[src/rtl/mem_access_stage_pkg.sv]
// Shared types for the MEM stage: FSM states, byte-enable patterns
// and access-size decode.
package mem_access_stage_pkg;

  typedef enum logic [1:0] {
    S_IDLE = 2'd0,
    S_WAIT = 2'd1,
    S_HOLD = 2'd2
  } state_t;

  typedef enum logic [1:0] {
    SZ_BYTE = 2'd0,
    SZ_HALF = 2'd1,
    SZ_WORD = 2'd2
  } size_t;

  localparam logic [3:0] BE_BYTE = 4'b0001;
  localparam logic [3:0] BE_HALF = 4'b0011;
  localparam logic [3:0] BE_WORD = 4'b1111;

  function automatic size_t size_dec(
    input logic lb,
    input logic lh
  );
    size_t s;
    unique case (1'b1)
      lb:      s = SZ_BYTE;
      lh:      s = SZ_HALF;
      default: s = SZ_WORD;
    endcase
    return s;
  endfunction

endpackage

[src/rtl/mem_lane_align.sv]
// Byte-lane steering for stores and lane extraction for loads.
// Purely combinational; the address low bits select the lane.
module mem_lane_align
  import mem_access_stage_pkg::*;
(
  input  size_t       size,
  input  logic [1:0]  a,
  input  logic        is_unsigned,
  input  logic [31:0] st_data,
  input  logic [31:0] rdata,
  output logic [3:0]  be,
  output logic [31:0] wdata,
  output logic [31:0] load
);

  logic [7:0]  b;
  logic [15:0] h;
  logic        sx_b;
  logic        sx_h;

  always_comb begin
    b = rdata[7:0];
    unique case (a)
      2'd0: b = rdata[7:0];
      2'd1: b = rdata[15:8];
      2'd2: b = rdata[23:16];
      2'd3: b = rdata[31:24];
    endcase
    h = a[1] ? rdata[31:16] : rdata[15:0];
  end

  assign sx_b = b[7] & ~is_unsigned;
  assign sx_h = h[15] & ~is_unsigned;

  always_comb begin
    be    = BE_WORD;
    wdata = st_data;
    load  = rdata;
    unique case (size)
      SZ_BYTE: begin
        be    = BE_BYTE << a;
        wdata = {4{st_data[7:0]}};
        load  = {{24{sx_b}}, b};
      end
      SZ_HALF: begin
        be    = a[1] ? (BE_HALF << 2) : BE_HALF;
        wdata = {2{st_data[15:0]}};
        load  = {{16{sx_h}}, h};
      end
      default: ;
    endcase
  end

endmodule

[src/rtl/mem_access_stage.sv]
// MEM stage: data-memory req/ack sequencing, stall and MEM/WB register.
// MISALIGN_TRAP_EN adds MisalignW and suppresses misaligned accesses.
module mem_access_stage
  import mem_access_stage_pkg::*;
#(
  parameter int TIMEOUT = 16,
  parameter int CNT_W   = 5
) (
  input  logic        clk,
  input  logic        rst,
  input  logic [31:0] PCPlus8M,
  input  logic [31:0] ALUOutM,
  input  logic [31:0] WriteDataM,
  input  logic [4:0]  WriteRegM,
  input  logic        RegWriteM,
  input  logic        MemWriteM,
  input  logic        MemToRegM,
  input  logic        IsJJalM,
  input  logic        IsJrJalrM,
  input  logic        IsLbSbM,
  input  logic        IsLhShM,
  input  logic        IsUnsignedM,
  input  logic        IsSyscallM,
  output logic        mem_req,
  output logic        mem_we,
  output logic [31:0] mem_addr,
  output logic [3:0]  mem_be,
  output logic [31:0] mem_wdata,
  input  logic        mem_ack,
  input  logic [31:0] mem_rdata,
  output logic        StallM,
  output logic [31:0] ResultW,
  output logic [4:0]  WriteRegW,
  output logic        RegWriteW,
  output logic        IsSyscallW,
  output logic        BusErrW
`ifdef MISALIGN_TRAP_EN
  ,
  output logic        MisalignW
`endif
);

  state_t      state;
  state_t      state_n;
  logic [CNT_W-1:0] cnt;
  logic [CNT_W-1:0] cnt_n;
  size_t       size;
  logic        access;
  logic        misalign;
  logic        go;
  logic        bus_err;
  logic        req;
  logic [31:0] load;
  logic [31:0] result;

  assign access = MemWriteM | MemToRegM;
  assign size   = size_dec(IsLbSbM, IsLhShM);

`ifdef MISALIGN_TRAP_EN
  assign misalign = access &
    (((size == SZ_HALF) & ALUOutM[0]) |
     ((size == SZ_WORD) & (|ALUOutM[1:0])));
`else
  assign misalign = 1'b0;
`endif

  assign go = access & ~misalign;

  mem_lane_align u_align (
    .size        (size),
    .a           (ALUOutM[1:0]),
    .is_unsigned (IsUnsignedM),
    .st_data     (WriteDataM),
    .rdata       (mem_rdata),
    .be          (mem_be),
    .wdata       (mem_wdata),
    .load        (load)
  );

  always_ff @(posedge clk) begin
    if (rst) begin
      state <= S_IDLE;
      cnt   <= '0;
    end else begin
      state <= state_n;
      cnt   <= cnt_n;
    end
  end

  always_comb begin
    state_n = state;
    cnt_n   = cnt;
    unique case (state)
      S_IDLE: begin
        if (go & ~mem_ack) begin
          state_n = S_WAIT;
          cnt_n   = CNT_W'(1);
        end
      end
      S_WAIT: begin
        if (mem_ack) begin
          state_n = S_IDLE;
          cnt_n   = '0;
        end else if (cnt == CNT_W'(TIMEOUT)) begin
          state_n = S_HOLD;
        end else begin
          cnt_n = cnt + CNT_W'(1);
        end
      end
      S_HOLD: begin
        state_n = S_IDLE;
        cnt_n   = '0;
      end
      default: begin
        state_n = S_IDLE;
        cnt_n   = '0;
      end
    endcase
  end

  always_comb begin
    req     = 1'b0;
    bus_err = 1'b0;
    unique case (state)
      S_IDLE:  req = go;
      S_WAIT:  req = 1'b1;
      S_HOLD:  bus_err = 1'b1;
      default: ;
    endcase
  end

  // Reset drops any pending request immediately.
  assign mem_req  = req & ~rst;
  assign mem_we   = MemWriteM & go;
  assign mem_addr = {ALUOutM[31:2], 2'b00};
  assign StallM   = go & ~mem_ack & (state != S_HOLD);

  assign result = MemToRegM ? load :
                  (IsJJalM | IsJrJalrM) ? PCPlus8M :
                  ALUOutM;

  always_ff @(posedge clk) begin
    if (rst) begin
      ResultW    <= '0;
      WriteRegW  <= '0;
      RegWriteW  <= 1'b0;
      IsSyscallW <= 1'b0;
      BusErrW    <= 1'b0;
`ifdef MISALIGN_TRAP_EN
      MisalignW  <= 1'b0;
`endif
    end else if (StallM) begin
      RegWriteW  <= 1'b0;
      IsSyscallW <= 1'b0;
      BusErrW    <= 1'b0;
`ifdef MISALIGN_TRAP_EN
      MisalignW  <= 1'b0;
`endif
    end else begin
      ResultW    <= result;
      WriteRegW  <= WriteRegM;
      RegWriteW  <= RegWriteM & ~bus_err & ~misalign;
      IsSyscallW <= IsSyscallM;
      BusErrW    <= bus_err;
`ifdef MISALIGN_TRAP_EN
      MisalignW  <= misalign;
`endif
    end
  end

endmodule

[config.mk]
export PLATFORM = sky130hd
export DESIGN_NAME = mem_access_stage
export DESIGN_NICKNAME = d
export VERILOG_FILES = /design/src/rtl/mem_access_stage_pkg.sv /design/src/rtl/mem_lane_align.sv /design/src/rtl/mem_access_stage.sv
export SDC_FILE = /design/constraint.sdc
export NUM_CORES = 1
export LEC_CHECK = 0
export CAP_MARGIN = 20
export CORE_UTILIZATION = 37
export CTS_CLUSTER_SIZE = 24
export DETAILED_ROUTE_END_ITERATION = 12
export PLACE_DENSITY_LB_ADDON = 0.2
export SYNTH_ARGS = -nofsm -noshare
export SYNTH_HDL_FRONTEND = slang
export SYNTH_HIERARCHICAL = 1
export SYNTH_SLANG_ARGS = --single-unit
[constraint.sdc]
create_clock -name clk -period 2.2 [get_ports clk]
set_input_delay 0.22 -clock clk [delete_from_list [all_inputs] [get_ports clk]]
set_output_delay 0.22 -clock clk [all_outputs]
set_load 0.05 [all_outputs]
==> results.sh, run 1 <==
export IMPL_cp_required_ns=1.98
export IMPL_cp_end_kind="output pin"
export IMPL_grt_pass1_vias=4287
export IMPL_layout_nets=836
export IMPL_power_mw=3.345
export IMPL_whs_path_depth=2
export IMPL_setup_worst_path_class="primary input to output pin"
export IMPL_rsz0062_at_grt="false"
export IMPL_die_width_um=103.8
export IMPL_clock_fmax_mhz=470.2
export IMPL_grt_max_degree=66
export IMPL_outcome="finished clean"
export IMPL_finalCriticalPeriod_ns=2.127
export IMPL_finalSetupTns_ns=0
export IMPL_synthesis_area_um2=3834
export IMPL_first_pass_iters=4
export IMPL_finalClockSkew_ns=0.005930
export IMPL_worstPathArrival_ns=1.91
export IMPL_peakVddDrop_uv=255.9
export IMPL_holdWs_ns=0.4679
export IMPL_synth_edf_count=0
export IMPL_cts_sinks=47
export IMPL_fin_crit_sh=0.9668
export IMPL_maxCapViolations=0
export IMPL_placedCellCount=813
export IMPL_htreeDepth=2
export IMPL_dp_slack_ns=-0.01725
export IMPL_hold_path_class="primary input to register"
export IMPL_synthAdderAreaFrac=0.006527
export IMPL_drive_above_1_share=0.1406
export IMPL_drtIter0Drc=235
export IMPL_clock_latency_ns=0.31
export IMPL_die_h_um=103.8
export IMPL_num_vias=4242
export IMPL_crit_fanout=11
export IMPL_cts_path_max_buffers=2
export IMPL_routed_via_density=5.148
export IMPL_syn_inst=476
export IMPL_drtAntennaViolNets=0
export IMPL_worst_slew_pin_slew_ns=0.6736
export IMPL_synthSimpleGateAreaFrac=0.1671
export IMPL_num_io_pins=256
export IMPL_synthMuxAreaShare=0.1942
export IMPL_start_util=0.3869
export IMPL_area_delta_synth_final_pct=73.20
export IMPL_clk_pin_slew_ns=0.10
export IMPL_synth_top_family_by_area="compound AO/OA/AOI/OAI gates"
export IMPL_wl_per_cell_um=17.44
export IMPL_detailed_place_hpwl_mm=11.72
export IMPL_ys_async_sr_fraction=0
export IMPL_grt_total_usage=0.2604
export IMPL_syn_area_per_cell_um2=8.054
export IMPL_top_layer_used="met4"
export IMPL_clockRootBuffer="clkbuf_8"
export IMPL_cts_buffers=5
export IMPL_grt_pass1_wl_mm=22.27
export IMPL_fillerInstances=836
export IMPL_synthFlopType="dfxtp_1"
export IMPL_hold_viol_final=0
export IMPL_portBuffers=253
export IMPL_synth_compound_area_frac=0.2412
export IMPL_start_kind="primary input"
export IMPL_die_area_um2=10770
export IMPL_ys_warnings_count=6
export IMPL_met2WireLength_mm=7.393
export IMPL_slew_headroom=0.5504
export IMPL_gp_congestion=0.8364
export IMPL_rows=36
export IMPL_drt_drc_violations_left=0
export IMPL_power_density_nw_per_um2=503.8
export IMPL_synth_seq_cells=47
export IMPL_grt_overflow=0
export IMPL_m1WireLength_mm=5.621
export IMPL_tritoncts="built"
export IMPL_synth_distinct_cells=47
export IMPL_synth_xor_area_frac=0
export IMPL_leakagePower_nw=2.696
export IMPL_yosysSeqAreaShare=0.2454
export IMPL_antenna_found_initial=0
export IMPL_maxSlewViolCount=0
export IMPL_stdcell_count=824
export IMPL_finalWorstSetupSlack_ns=0.07315
export IMPL_drt_total_wl_mm=14.37
export IMPL_setup_violations_final=0
export IMPL_wl_met3_mm=1.138
export IMPL_reg2reg_depth=6
export IMPL_core_area_um2=9910
[power breakdown]
group | internal [mW] | leakage, nW | switching [mW]
sequential | 0.909 | 0.387 | 0.0351
combinational | 0.777 | 2.25 | 0.945
clock | 0.343 | 0.0548 | 0.336
[stage by stage]
step | instance area (um^2) | util
final | 6640 | 0.6701
after global placement | 6491 | 0.6551
after floorplan | 3837 | -
after global routing | 6638 | 0.6698
after CTS | 6606 | 0.6667
after detailed placement | 6491 | 0.6551
[layout make-up]
class	instances	area, um^2	area share
Timing Repair Buffer	286	3028	0.4560
Multi-Input combinational cell	342	2361	0.3556
Sequential cell	47	940.9	0.1417
Tap cell	133	166.4	0.02506
Clock buffer	5	68.82	0.01036
Clock inverter	3	46.29	0.006972
Inverter	7	26.28	0.003957
Antenna cell	1	2.502	0.0003769
[logic make-up (layout without fill, tap and decap cells)]
| group | after synthesis | count (layout) |
|---|---|---|
| adders and majority gates | 2 | 2 |
| DFF | 47 | 47 |
| AOI/OAI and AO/OA | 135 | 135 |
| buffers and inverters | 88 | 301 |
| muxes | 68 | 68 |
| and+or+nand+nor | 135 | 135 |
| other | 1 | 3 |
[worst max-delay path, stage by stage]
cell and delay, ns:
clkdlybuf4s50_1 0.56, nor2_4 0.09, buf_4 0.18, nor2_1 0.43, nand2_1 0.13, nand2_1 0.14
buf_12 0.15
[layout by cell type, fill, tap and decap left out, types with 2 or more instances in the layout]
master | netlist | final
a21oi_1 | 5 | 4
clkdlybuf4s50_1 | 0 | 218
o21bai_1 | 2 | 2
o21ai_0 | 45 | 45
mux2_2 | 8 | 8
nor2b_4 | 2 | 2
nand3_1 | 2 | 2
o22ai_1 | 4 | 4
o21ai_1 | 16 | 16
conb_1 | 1 | 2
a22o_1 | 41 | 41
a211oi_1 | 5 | 5
nand2b_1 | 2 | 2
or3_1 | 3 | 3
nor2b_1 | 11 | 11
mux4_2 | 3 | 3
a221o_1 | 7 | 7
nand2_1 | 83 | 83
inv_1 | 7 | 7
nor3_1 | 3 | 3
ha_1 | 2 | 2
nor2_1 | 16 | 14
nor2_4 | 0 | 2
nand3b_1 | 2 | 2
and3_1 | 2 | 2
buf_12 | 0 | 27
mux2i_1 | 56 | 56
dfxtp_1 | 47 | 47
buf_4 | 44 | 40
o22a_1 | 4 | 4
clkbuf_8 | 0 | 5
[cell usage after synthesis, drive strengths merged (4+ instances only)]
cell type | n | area [um^2]
mux2i | 56 | 560.5
a21oi | 5 | 25.02
clkbuf | 18 | 67.56
buf | 63 | 460.4
nand2 | 83 | 311.6
mux2 | 8 | 90.09
inv | 7 | 26.28
o21ai | 61 | 305.3
nor2 | 17 | 66.32
dfxtp | 47 | 940.9
o22a | 4 | 35.03
o22ai | 4 | 25.02
mux4 | 4 | 93.84
nor2b | 13 | 96.35
a211oi | 5 | 37.54
a22o | 41 | 359.1
a221o | 7 | 70.07
[layer usage]
| metal | vias up | track usage |
|---|---|---|
| met2 | 174 | 0.4938 |
| met3 | 17 | 0.06608 |
| met4 | 0 | 0.06939 |
| met5 | - | 0 |
| met1 | 1958 | 0.2850 |
| li1 | 2093 | - |
[timing repair]
| item | in CTS | in global routing |
|---|---|---|
| hold buffers | 0 | 0 |
| buffers inserted | 0 | 2 |
| endpoints found under the setup margin | 0 | 3 |
| gates resized for setup | 0 | 1 |
[state kept, by name, indices dropped and copies added, names as in the netlist]
signal / flops
BusErrW: 1
ResultW: 32
state: 2
RegWriteW: 1
cnt: 5
IsSyscallW: 1
WriteRegW: 5
[worst paths after layout]
check,startpoint,endpoint,slack (ns)
worst max-delay path,IsLhShM,mem_wdata[8],0.07
worst min-delay path,RegWriteM,RegWriteW,0.47
worst max register to register,cnt[0],cnt[3],0.41
worst min register to register,cnt[4],cnt[4],0.49
No activity file was read; power rests on OpenSTA's default activity.
==> inputs of run 2 (changes only) <==
--- a/config.mk
+++ b/config.mk
@@ -7,4 +7,5 @@
 export LEC_CHECK = 0
+export ABC_AREA = 1
 export CAP_MARGIN = 20
-export CORE_UTILIZATION = 37
+export CORE_UTILIZATION = 36
 export CTS_CLUSTER_SIZE = 24
@@ -14,3 +15,2 @@
 export SYNTH_HDL_FRONTEND = slang
-export SYNTH_HIERARCHICAL = 1
 export SYNTH_SLANG_ARGS = --single-unit
==> constraint.sdc (replaced) <==
create_clock -name clk -period 2.2 [get_ports clk]
set_input_delay 0.55 -clock clk [delete_from_list [all_inputs] [get_ports clk]]
set_output_delay 0.55 -clock clk [all_outputs]
set_load 0.05 [all_outputs]
==> run 2 against run 1 <==
- power is 1.6% lower
- highest routed layer unchanged
- worst hold slack worse by 0.0080 ns
- clock power fell by 19%
- largest power group unchanged
- critical path type unchanged
==> results.sh, run 2 <==
export IMPL_maxCapViolations=0
export IMPL_worstPathArrival_ns=1.60
export IMPL_largestRegisters="ResultW: 32 flops, WriteRegW: 5 flops, cnt: 5 flops"
export IMPL_layout_nets=988
export IMPL_area_delta_synth_final_pct=95.33
export IMPL_maxSlewViolCount=0
export IMPL_start_kind="primary input"
export IMPL_clockRootBuffer="clkbuf_8"
export IMPL_cp_required_ns=1.65
export IMPL_yosysSeqAreaShare=0.2623
export IMPL_portBuffers=253
export IMPL_die_width_um=101.8
export IMPL_drtAntennaViolNets=0
export IMPL_worst_slew_pin_slew_ns=0.5626
export IMPL_detailed_place_hpwl_mm=12.57
export IMPL_grt_pass1_vias=4875
export IMPL_rsz0062_at_grt="false"
export IMPL_htreeDepth=2
export IMPL_clk_pin_slew_ns=0.09
export IMPL_cp_end_kind="output pin"
export IMPL_peakVddDrop_uv=291.3
export IMPL_yosysMostFrequentCell="nand2_1"
export IMPL_dp_slack_ns=-0.2263
export IMPL_cp_slowest_cell="clkdlybuf4s50_1"
export IMPL_setup_worst_path_class="primary input to output pin"
export IMPL_finalCriticalPeriod_ns=2.152
export IMPL_syn_area_per_cell_um2=5.999
export IMPL_die_h_um=101.8
export IMPL_wl_per_cell_um=16.03
export IMPL_num_io_pins=256
export IMPL_cts_sinks=47
export IMPL_rrSetupSlack_ns=0.45
export IMPL_synth_edf_count=0
export IMPL_hp_start="ResultW[25]"
export IMPL_ys_warnings_count=0
export IMPL_cts_buffers=5
export IMPL_num_vias=4891
export IMPL_cts_path_max_buffers=2
export IMPL_grt_total_usage=0.2928
export IMPL_yosysTopAreaCell="dfxtp_1"
export IMPL_die_area_um2=10370
export IMPL_crit_fanout=3
export IMPL_reg2reg_depth=10
export IMPL_core_area_um2=9729
export IMPL_holdWs_ns=0.4599
export IMPL_synth_distinct_cells=35
export IMPL_top_register="ResultW"
export IMPL_fillerInstances=797
export IMPL_path_cells="clkdlybuf4s50_1 -> nor2_2 -> nor2_1 -> nand2_1 -> inv_2 -> buf_12"
export IMPL_drt_total_wl_mm=15.63
export IMPL_r2r_end="cnt[2]"
export IMPL_leakagePower_nw=3.230
export IMPL_hold_path_class="register to register"
export IMPL_synth_top_area_frac=0.2623
export IMPL_finalClockSkew_ns=0.006690
export IMPL_outcome="finished clean"
export IMPL_power_density_nw_per_um2=470.0
export IMPL_hold_end="ResultW[25]"
export IMPL_grt_max_degree=37
export IMPL_r2r_start="cnt[0]"
export IMPL_synthTopCellsByCount="nand2_1 (215), a21oi_1 (83), inv_1 (50)"
export IMPL_start_util=0.3687
export IMPL_synthesis_area_um2=3587
export IMPL_drt_drc_violations_left=0
export IMPL_grt_overflow=0
export IMPL_routed_via_density=5.016
export IMPL_synthFlopType="dfxtp_1"
export IMPL_fin_crit_sh=0.9782
export IMPL_rows=36
export IMPL_worst_path_largest_cell_delay_ns=0.52
export IMPL_clock_latency_ns=0.31
export IMPL_most_common_layout_cells="nand2_1 (215), clkdlybuf4s50_1 (179), a21oi_1 (83), buf_12 (67), buf_4 (53)"
export IMPL_antenna_found_initial=1
export IMPL_slew_headroom=0.6238
export IMPL_power_mw=3.293
export IMPL_ys_async_sr_fraction=0
export IMPL_layout_commonest_cell="nand2_1"
export IMPL_first_pass_iters=5
export IMPL_drtIter0Drc=253
export IMPL_syn_inst=598
export IMPL_ctsHoldBuffers=0
export IMPL_final_core_util=0.7202
export IMPL_setup_violations_final=0
export IMPL_largest_reg_flops=32
export IMPL_finalWorstSetupSlack_ns=0.04796
export IMPL_synth_top_cells_by_area="dfxtp_1 (26%), nand2_1 (22%), a21oi_1 (12%)"
export IMPL_grt_pass1_wl_mm=23.43
export IMPL_whs_path_depth=2
export IMPL_gp_congestion=0.8815
export IMPL_tritoncts="built"
export IMPL_drive_above_1_share=0.1843
export IMPL_synth_seq_cells=47
export IMPL_clock_fmax_mhz=464.7
export IMPL_hold_viol_final=0
-- run 2: cell types whose count changed after synthesis, moves of 12 or more --
cell,change
a21oi_1,+78
a22o_1,-36
nand2_1,+132
mux2i_1,-56
o21ai_1,-12
inv_1,+43
o21ai_0,-18
nand3_1,+29
-- run 2: what timing repair did --
action | in CTS | in global routing
gates cloned | 1 | 0
pin swaps | 2 | 3
setup endpoints to repair | 29 | 17
setup buffers | 2 | 0
resized for setup | 13 | 8
-- run 2: power breakdown --
part           switching, mW  internal, mW
sequential            0.0358         0.914
combinational          0.991         0.805
clock                  0.329         0.219
-- run 2: cell type report --
cell class	instances	area, um^2	area share
diodes	1	2.502	0.0003571
clock buffers	5	68.82	0.009821
clock inverters	2	13.76	0.001964
inverters	55	209.0	0.02982
multi-input cells	427	2006	0.2862
flip-flops and latches	47	940.9	0.1343
well taps	133	166.4	0.02375
repair buffers	305	3600	0.5137
-- run 2: logic make-up (layout without fill, tap and decap cells) --
group           count (synthesis)  after routing  synth area share
simple gates                  282            282            0.3275
compound gates                141            141            0.2183
other cells                     1              3          0.001045
fa+ha+maj                       2              2          0.006975
buf+inv                       125            367            0.1838
flops                          47             47            0.2623
-- run 2: per-stage QoR --
step / cell area (um^2) / cells / TNS, ns
floorplan: 3596 / 599 / -2.384
global placement: 6873 / 964 / -3.851
detailed placement: 6873 / 964 / -4.573
CTS: 7008 / 974 / 0
global route: 7007 / 975 / 0
finish: 7007 / 975 / 0
-- run 2: how the worst max path moves through the flow --
| stage | end | slack [ns] | from |
|---|---|---|---|
| 4_1_cts | StallM | 0.003 | MemWriteM |
| 3_3_place_gp | mem_wdata[14] | -0.20 | IsLhShM |
| 6_report | StallM | 0.05 | MemWriteM |
| 3_5_place_dp | mem_wdata[10] | -0.23 | IsLhShM |
| 5_1_grt | StallM | 0.003 | MemWriteM |
| 2_1_floorplan | mem_wdata[10] | -0.30 | IsLbSbM |
-- run 2: critical path, delay by kind of cell --
| kind | cells | cell delay [ns] |
|---|---|---|
| simple gates | 3 | 0.33 |
| buf+inv | 3 | 0.73 |
-- run 2: per-layer routing --
metal / vias up / global-route usage / routed length (um)
met5: - / 0 / 0
met4: 0 / 0.09451 / 358
met3: 31 / 0.09029 / 1522
met2: 247 / 0.5530 / 8123
met1: 2237 / 0.3083 / 5627
li1: 2376 / - / -
==> inputs of run 3 (changes only) <==
SKIP_LAST_GASP = 1   (was default)
==> run 3 against run 2 <==
- count of clock-buffer cells in the layout stayed put
- fmax stayed put
- via count is 0.37% lower
- sequential power about the same
- clock power barely moved
- wire length about the same
- register-to-register slack about the same
- largest power group unchanged
- cell area did not move
==> results.sh, run 3 (same netlist as run 2, synthesis figures left out) <==
export IMPL_routed_via_density=4.998
export IMPL_cts_buffers=5
export IMPL_layout_nets=988
export IMPL_grtUsageMet2=0.5530
export IMPL_post_dp_cell_area_um2=6873
export IMPL_wl_per_cell_um=16.02
export IMPL_cp_slowest_cell="clkdlybuf4s50_1"
export IMPL_cp_end_kind="output pin"
export IMPL_power_mw=3.291
export IMPL_largestRegisters="ResultW: 32 flops, WriteRegW: 5 flops, cnt: 5 flops"
export IMPL_slew_headroom=0.6239
export IMPL_hold_path_class="register to register"
export IMPL_drt_drc_violations_left=0
export IMPL_path_cells="clkdlybuf4s50_1 -> nor2_2 -> nor2_1 -> nand2_1 -> inv_2 -> buf_12"
export IMPL_maxCapViolations=0
export IMPL_grt_max_degree=37
export IMPL_cts_sinks=47
export IMPL_leakagePower_nw=3.230
export IMPL_r2r_start="cnt[0]"
export IMPL_ctsHoldBuffers=0
export IMPL_gp_congestion=0.8815
export IMPL_startpoint="MemWriteM"
export IMPL_clk_pin_slew_ns=0.10
export IMPL_grt_overflow=0
export IMPL_num_io_pins=256
export IMPL_grt_util_met1=0.3083
export IMPL_drtAntennaViolNets=0
export IMPL_setup_worst_path_class="primary input to output pin"
export IMPL_area_delta_synth_final_pct=95.33
export IMPL_start_kind="primary input"
export IMPL_rsz0062_at_grt="false"
export IMPL_maxSlewViolCount=0
export IMPL_finalInstanceArea_um2=7007
export IMPL_holdWs_ns=0.4602
export IMPL_final_core_util=0.7202
export IMPL_crit_fanout=3
export IMPL_portBuffers=253
export IMPL_cts_path_max_buffers=2
export IMPL_hp_start="ResultW[14]"
export IMPL_peakVddDrop_uv=291.2
export IMPL_htreeDepth=2
export IMPL_detailed_place_hpwl_mm=12.57
export IMPL_drive_above_1_share=0.1843
export IMPL_tritoncts="built"
export IMPL_fillerInstances=797
export IMPL_first_pass_iters=6
export IMPL_core_area_um2=9729
export IMPL_clock_fmax_mhz=464.7
export IMPL_setup_violations_final=0
export IMPL_finalSetupTns_ns=0
export IMPL_worst_path_largest_cell_delay_ns=0.52
export IMPL_clock_latency_ns=0.31
export IMPL_clockRootBuffer="clkbuf_8"
export IMPL_rows=36
export IMPL_finalClockSkew_ns=0.007169
export IMPL_die_area_um2=10370
export IMPL_grt_pass1_wl_mm=23.43
export IMPL_rrSetupSlack_ns=0.45
export IMPL_most_common_layout_cells="nand2_1 (215), clkdlybuf4s50_1 (179), a21oi_1 (83), buf_12 (67), buf_4 (53)"
export IMPL_grt_pass1_vias=4875
export IMPL_drtIter0Drc=253
export IMPL_power_density_nw_per_um2=469.7
export IMPL_top_register="ResultW"
export IMPL_die_h_um=101.8
export IMPL_start_util=0.3687
export IMPL_hold_viol_final=0
export IMPL_grt_busiest_layer="met2"
export IMPL_cp_required_ns=1.65
export IMPL_grt_total_usage=0.2928
export IMPL_worst_slew_pin_slew_ns=0.5624
export IMPL_worstPathArrival_ns=1.60
export IMPL_largest_reg_flops=32
export IMPL_fin_crit_sh=0.9782
export IMPL_use_met3=0.09029
export IMPL_antenna_found_initial=1
export IMPL_finalCriticalPeriod_ns=2.152
export IMPL_die_width_um=101.8
export IMPL_layout_commonest_cell="nand2_1"
export IMPL_num_vias=4873
export IMPL_drt_total_wl_mm=15.62
export IMPL_outcome="finished clean"
[run 3: cell counts in the layout (fill, tap and decap cells not counted)]
No cell type changed its count.
[run 3: per-layer routing]
layer  up-vias  wire length, um
met5         -                0
met3        31             1515
met2       239             8105
met4         0              358
li1       2378                -
met1      2225             5642
[run 3: final timing paths]
| check | end | cells after the start |
|---|---|---|
| min reg2reg | ResultW[14] | 2 |
| max reg2reg | cnt[2] | 10 |
| max | StallM | 6 |
| min | ResultW[14] | 2 |
[run 3: worst max-delay path: cells and delay by family]
family                 cells  cell delay, ns
buffers and inverters      3            0.73
AND/OR/NAND/NOR            3            0.33
[run 3: layout make-up]
class / instances / area (um^2) / share of cell area
multi-input combinational: 427 / 2006 / 0.2862
clock buffer: 5 / 68.82 / 0.009821
tap: 133 / 166.4 / 0.02375
sequential: 47 / 940.9 / 0.1343
antenna: 1 / 2.502 / 0.0003571
inverter: 55 / 209.0 / 0.02982
timing repair buffer: 305 / 3600 / 0.5137
clock inverter: 2 / 13.76 / 0.001964
[run 3: timing repair]
| item | 4_1_cts | 5_1_grt |
|---|---|---|
| resized for setup | 12 | 8 |
| endpoints found under the setup margin | 29 | 16 |
| pin swaps | 2 | 3 |
| cloned | 1 | 0 |
| setup buffers | 2 | 0 |
[run 3: metrics by stage]
stage	setup WS (ns)	cells
finish	0.04796	975
global route	0.003485	975
CTS	-0.004153	974
detailed placement	-0.2263	964
global placement	-0.1976	964
floorplan	-0.2980	599
[run 3: report_power, final]
group	internal [mW]	switching [mW]
Sequential	0.914	0.0361
Combinational	0.805	0.990
Clock	0.219	0.328
Total	1.94	1.35
